==> src/rtl/immediate_encoder.sv <==
// rtl/immediate_encoder.sv - encodes a 16-bit value into instr[10:0] immediate bits plus ImmOp
module immediate_encoder #(
  parameter int ERR_CNT_W = 8
) (
  input  logic                 clk,
  input  logic                 rst,
  input  logic                 in_valid,
  output logic                 in_ready,
  input  logic [15:0]          in_value,
  input  logic [1:0]           in_mode,
  input  logic                 in_scale,
  output logic                 out_valid,
  input  logic                 out_ready,
  output logic [10:0]          out_field,
  output logic [3:0]           out_immop,
  output logic                 out_last,
  output logic                 out_error,
  output logic [ERR_CNT_W-1:0] err_count
);

  typedef enum logic [1:0] {IDLE, BEAT1, BEAT2} state_t;

  state_t               state, state_nx;
  logic                 valid_nx, last_nx, error_nx;
  logic [10:0]          field_nx;
  logic [3:0]           immop_nx;
  logic [6:0]           lo_bits, lo_bits_nx;
  logic [ERR_CNT_W-1:0] err_nx;

  logic [15:0] w;
  logic        even_ok, fits7, fits9, lc_single, lc_lo_zero;
  logic [8:0]  hi;
  logic [10:0] enc_field;
  logic [3:0]  enc_immop;
  logic        enc_last, enc_error;
  logic        fire, accept, load;

  // Encode the incoming request into its first (or only) beat.
  always_comb begin
    w          = in_scale ? {in_value[15], in_value[15:1]} : in_value;
    even_ok    = !in_scale || !in_value[0];
    fits7      = ({{9{w[6]}}, w[6:0]} == w) && even_ok;
    fits9      = ({{7{w[8]}}, w[8:0]} == w) && even_ok;
    lc_single  = ({{9{in_value[6]}}, in_value[6:0]} == in_value);
    lc_lo_zero = (in_value[6:0] == 7'd0);
    // (v - sext7(v[6:0])) >> 7 reduces to v[15:7] plus the sign of the low part.
    hi         = in_value[15:7] + {8'd0, in_value[6]};
    enc_field  = '0;
    enc_immop  = '0;
    enc_last   = 1'b1;
    enc_error  = 1'b0;
    case (in_mode)
      2'd0: begin
        enc_field = {w[6:0], 4'b0000};
        enc_immop = {1'b0, in_scale, 2'b01};
        enc_error = !fits7;
      end
      2'd1: begin
        enc_field = {w[6:2], 4'b0000, w[1:0]};
        enc_immop = {1'b0, in_scale, 2'b00};
        enc_error = !fits7;
      end
      2'd2: begin
        enc_field = {w[8:0], 2'b00};
        enc_immop = {1'b0, in_scale, 2'b10};
        enc_error = !fits9;
      end
      default: begin
        if (lc_single) begin
          enc_field = {in_value[6:0], 4'b0000};
          enc_immop = 4'b0001;
        end else begin
          enc_field = {hi, 2'b00};
          enc_immop = 4'b1010;
          enc_last  = lc_lo_zero;
        end
      end
    endcase
    if (enc_error) begin
      enc_field = '0;
      enc_immop = {2'b00, in_mode};
    end
  end

  // Handshake, next state and next output beat.
  always_comb begin
    in_ready   = !rst && ((state == IDLE) || (out_valid && out_ready && out_last));
    fire       = out_valid && out_ready;
    accept     = in_valid && in_ready;
    load       = 1'b0;
    state_nx   = state;
    valid_nx   = out_valid;
    field_nx   = out_field;
    immop_nx   = out_immop;
    last_nx    = out_last;
    error_nx   = out_error;
    lo_bits_nx = lo_bits;
    err_nx     = err_count;
    if (fire && out_error && (err_count != '1)) begin
      err_nx = err_count + ERR_CNT_W'(1);
    end
    case (state)
      IDLE: begin
        load = accept;
      end
      BEAT1: begin
        if (fire) begin
          if (!out_last) begin
            state_nx = BEAT2;
            field_nx = {lo_bits, 4'b0000};
            immop_nx = 4'b0001;
            last_nx  = 1'b1;
            error_nx = 1'b0;
          end else begin
            load = accept;
          end
        end
      end
      BEAT2: begin
        load = fire && accept;
      end
      default: ;
    endcase
    if (fire && out_last && !load) begin
      state_nx = IDLE;
      valid_nx = 1'b0;
    end
    if (load) begin
      state_nx   = BEAT1;
      valid_nx   = 1'b1;
      field_nx   = enc_field;
      immop_nx   = enc_immop;
      last_nx    = enc_last;
      error_nx   = enc_error;
      lo_bits_nx = in_value[6:0];
    end
  end

  // State and output registers.
  always_ff @(posedge clk) begin
    if (rst) begin
      state     <= IDLE;
      out_valid <= 1'b0;
      out_field <= '0;
      out_immop <= '0;
      out_last  <= 1'b0;
      out_error <= 1'b0;
      lo_bits   <= '0;
      err_count <= '0;
    end else begin
      state     <= state_nx;
      out_valid <= valid_nx;
      out_field <= field_nx;
      out_immop <= immop_nx;
      out_last  <= last_nx;
      out_error <= error_nx;
      lo_bits   <= lo_bits_nx;
      err_count <= err_nx;
    end
  end

endmodule

==> config.mk <==
export PLATFORM = sky130hd
export DESIGN_NAME = immediate_encoder
export DESIGN_NICKNAME = d
export VERILOG_FILES = /design/src/rtl/immediate_encoder.sv
export SDC_FILE = /design/constraint.sdc
export NUM_CORES = 1
export LEC_CHECK = 0
export ABC_CLOCK_PERIOD_IN_PS = 6150
export BUFFER_PORTS_ARGS = -buffer_cell sky130_fd_sc_hd__buf_2
export CAP_MARGIN = 20
export CORE_ASPECT_RATIO = 1.5
export CORE_MARGIN = 3
export CORE_UTILIZATION = 61
export CTS_BUF_LIST = sky130_fd_sc_hd__clkbuf_8
export DETAILED_ROUTE_END_ITERATION = 10
export GPL_TIMING_DRIVEN = 0
export PLACE_DENSITY = 0.95
export SETUP_SLACK_MARGIN = 0.02
export SLEW_MARGIN = 20
export SYNTH_ARGS = -nofsm -noshare
export SYNTH_HDL_FRONTEND = slang
export SYNTH_SLANG_ARGS = --single-unit
==> constraint.sdc <==
create_clock -name clk -period 6.15 [get_ports clk]
set_input_delay 0.615 -clock clk [delete_from_list [all_inputs] [get_ports clk]]
set_output_delay 0.615 -clock clk [all_outputs]
set_load 0.1 [all_outputs]
==> flow_metrics.env <==
export IMPL_cp_slowest_stage_delay_ns=0.42
export IMPL_grt_first_pass_wirelength_microns=11210
export IMPL_path_buf_inv=4
export IMPL_crit_type="in2out"
export IMPL_synth_adder_area_share_pct=1.565
export IMPL_clk_pin_slew_worst_paths_ns=0.07
export IMPL_rsz0062_at_grt="no"
export IMPL_worst_skew_pair_late_latency_ns=0.29
export IMPL_cts_resized=0
export IMPL_diodes=0
export IMPL_holdPathStages=2
export IMPL_hp_class="reg2reg"
export IMPL_synth_mux_area_share_pct=5.477
export IMPL_drc=0
export IMPL_root_buffer="clkbuf_8"
export IMPL_drt_initial_drc_count=219
export IMPL_cp_max_fo=10
export IMPL_postLayoutSetupSlackWorst_ns=3.615
export IMPL_seqCellArea_sq_um=700.7
export IMPL_core_sq_um=3716
export IMPL_drive_above_1_share_pct=22.95
export IMPL_cell_internal_pwr_uw=364.5
export IMPL_globalplace_congestion=0.8909
export IMPL_worstPathCellList="buf_2 > clkbuf_1 > clkbuf_1 > a21oi_1 > buf_2"
export IMPL_drtAntennaViolNets=0
export IMPL_syn_to_final_growth_pct=14.55
export IMPL_wl_met2_microns=3692
export IMPL_die_height_microns=82.80
export IMPL_power_frac_clock_pct=26.9
export IMPL_rows=27
export IMPL_fill_cells=287
export IMPL_cts_buffers=5
export IMPL_synth_top_area_share_pct=29.21
export IMPL_skew_ns=0.007941
export IMPL_antenna_found_initial=0
export IMPL_syn_num_nets=329
export IMPL_clockBufferDepth=2
export IMPL_die_w_microns=57.20
export IMPL_crit_family="buffers and inverters"
export IMPL_synth_top_family_by_area="simple AND/OR/NAND/NOR gates"
export IMPL_p_switching_uw=231.9
export IMPL_overflow=0
export IMPL_cpMaxStageDelayCell="clkbuf_1"
export IMPL_multi_input_area_sq_um=1560
export IMPL_maxSlewViolCount=0
export IMPL_totalWireLength_microns=6936
export IMPL_vdd_drop_max_mv=0.1732
export IMPL_cts_hold_buffers=0
export IMPL_io_pins=50
export IMPL_postCtsSetupRepairBufs=0
export IMPL_start_util_pct=64.55
export IMPL_io_buffer_count=42
export IMPL_globalRouteTotalUtil_pct=29.21
export IMPL_grt_max_degree=12
export IMPL_syn_inst=303
export IMPL_die_area_sq_um=4736
export IMPL_hold_slack_ns=0.4605
export IMPL_grt_pass1_vias=2467
export IMPL_required_ns=5.53
export IMPL_synth_yosys_warnings=0
export IMPL_synth_area_leaders="dfxtp_1 (29%), nor2_1 (5.8%), a21oi_1 (4.2%)"
export IMPL_setup_viol=0
export IMPL_avgSynthCellArea_sq_um=7.916
export IMPL_synth_simple_area_share_pct=28.95
export IMPL_ys_flop_type="dfxtp_1"
export IMPL_dp_hpwl_microns=5120
export IMPL_cp_start_kind="input port"
export IMPL_htree_levels=2
export IMPL_crit_arrival_ns=1.92
export IMPL_viasPerCell=6.578
export IMPL_synth_edff_count=0
export IMPL_ys_seq_area_share_pct=29.21
export IMPL_wl_met1_microns=2546
export IMPL_cp_depth=5
export IMPL_status="complete, no violations"
export IMPL_topRoutingLayerUsed="met4"
export IMPL_leakage_uw=0.001109
export IMPL_syn_area_sq_um=2399
export IMPL_yosysTopAreaCell="dfxtp_1"
export IMPL_reg2reg_depth=6
export IMPL_pwr_share_seq_pct=41.8
export IMPL_routedWlPerCell_microns=17.52
export IMPL_fin_tns_setup_ns=0
export IMPL_crit_path_end_kind="output pin"
export IMPL_tightestPinTransition_ns=0.6192
export IMPL_cap_violations=0
export IMPL_synth_compound_gate_area_share_pct=25.40
export IMPL_maxSlewHeadroom_pct=58.37
export IMPL_final_nets=378
export IMPL_fin_crit_sh_pct=41.23
export IMPL_power_density_nw_per_um2=217.0
export IMPL_pwr_share_comb_pct=31.2
export IMPL_synthXorXnorAreaFrac_pct=3.652
export IMPL_cts_sinks=35
export IMPL_cts_tree="built"
export IMPL_synthArstFlopShare_pct=0
export IMPL_fmax_mhz=394.4
export IMPL_dr_pass1_iters=6
export IMPL_wl_met3_microns=427
export IMPL_route_vias_total=2605
export IMPL_pre_cts_slack_ns=3.404
export IMPL_ys_ff_latch=35
export IMPL_hold_viol_final=0
export IMPL_power_switching_share_pct=38.88
export IMPL_period_minus_slack_ns=2.535
export IMPL_ys_types=59
## state kept, by name, summed over array words and instances (netlist names)
name       flops
out_field     11
err_count      8
lo_bits        7
out_immop      4
state          2
out_error      1
out_last       1
out_valid      1
## worst paths after layout
check / from / to / slack, ns
worst max-delay path: rst / in_ready / 3.61
worst min-delay path: out_immop[2]$_SDFFE_PP0P_ / out_immop[2]$_SDFFE_PP0P_ / 0.46
worst max register to register: out_valid$_SDFFE_PP0P_ / out_immop[3]$_SDFFE_PP0P_ / 3.82
worst min register to register: out_immop[2]$_SDFFE_PP0P_ / out_immop[2]$_SDFFE_PP0P_ / 0.46
## metal layers
layer | GRT usage, % | up-vias
met3 | 4.044 | 30
met4 | 14.56 | 0
met2 | 54.21 | 156
met5 | 0 | -
li1 | - | 1208
met1 | 30.71 | 1211
## kinds of logic after synthesis
family | after synthesis
fa+ha+maj | 3
flops | 35
buf+inv | 30
xor+xnor | 10
simple gates | 128
mux | 12
compound gates | 85
## placed cells by master, fill, tap and decap left out, types with 3 or more instances in the layout
master,n
a211oi_1,4
a21oi_1,20
a31oi_1,8
buf_2,49
clkbuf_1,16
clkbuf_8,5
dfxtp_1,35
ha_1,3
inv_1,5
mux2_2,4
mux2i_1,6
nand2_1,24
nand2b_1,11
nand3_1,9
nand3b_1,5
nand4_1,7
nand4b_1,3
nor2_1,37
nor3_1,5
nor4_1,4
o21ai_0,20
o22ai_1,6
o41ai_2,3
or3_1,6
xnor2_1,3
xor2_1,7
## Yosys cell counts, drive strengths merged (6+ instances only)
master and count:
a21oi 20, a31oi 8, buf 9, clkbuf 17
dfxtp 35, mux2 6, mux2i 6, nand2 25
nand2b 11, nand3 9, nand4 7, nor2 39
o21ai 20, o22ai 6, or3 6, xor2 7
## metrics by stage
stage / instance area (sq um) / util, % / power, uW / cells
finish: 2748 / 73.94 / 596.3 / 396
CTS: 2748 / 73.94 / 592.5 / 396
detailed placement: 2663 / 71.65 / 435.8 / 388
global placement: 2663 / 71.65 / 429.8 / 388
floorplan: 2399 / - / 394.8 / 303
global route: 2748 / 73.94 / 619.0 / 396
## area by class of cell
cell class / count / share of cell area (%)
clock inverter: 3 / 0.5920
sequential: 35 / 25.50
inverter: 4 / 0.5464
clock buffer: 5 / 2.505
multi-input combinational: 238 / 56.79
timing repair buffer: 42 / 7.650
tap: 43 / 1.958
buffer: 26 / 4.463
## power groups by stage
stage          Clock (uW)  Sequential (uW)  Combinational, uW
2_1_floorplan           0              309               85.8
3_3_place_gp            0              253                176
3_5_place_dp            0              254                182
4_1_cts               160              249                183
5_1_grt               173              251                196
6_report              161              250                186
## worst register-to-register path, cell delays in order (launching register included)
cell	delay [ns]
dfxtp_1	0.47
nand3_1	0.18
a221oi_1	0.51
clkbuf_1	0.34
clkbuf_1	0.48
a32oi_1	0.19
nor2_1	0.11
Power figures use the tool's default switching activity.
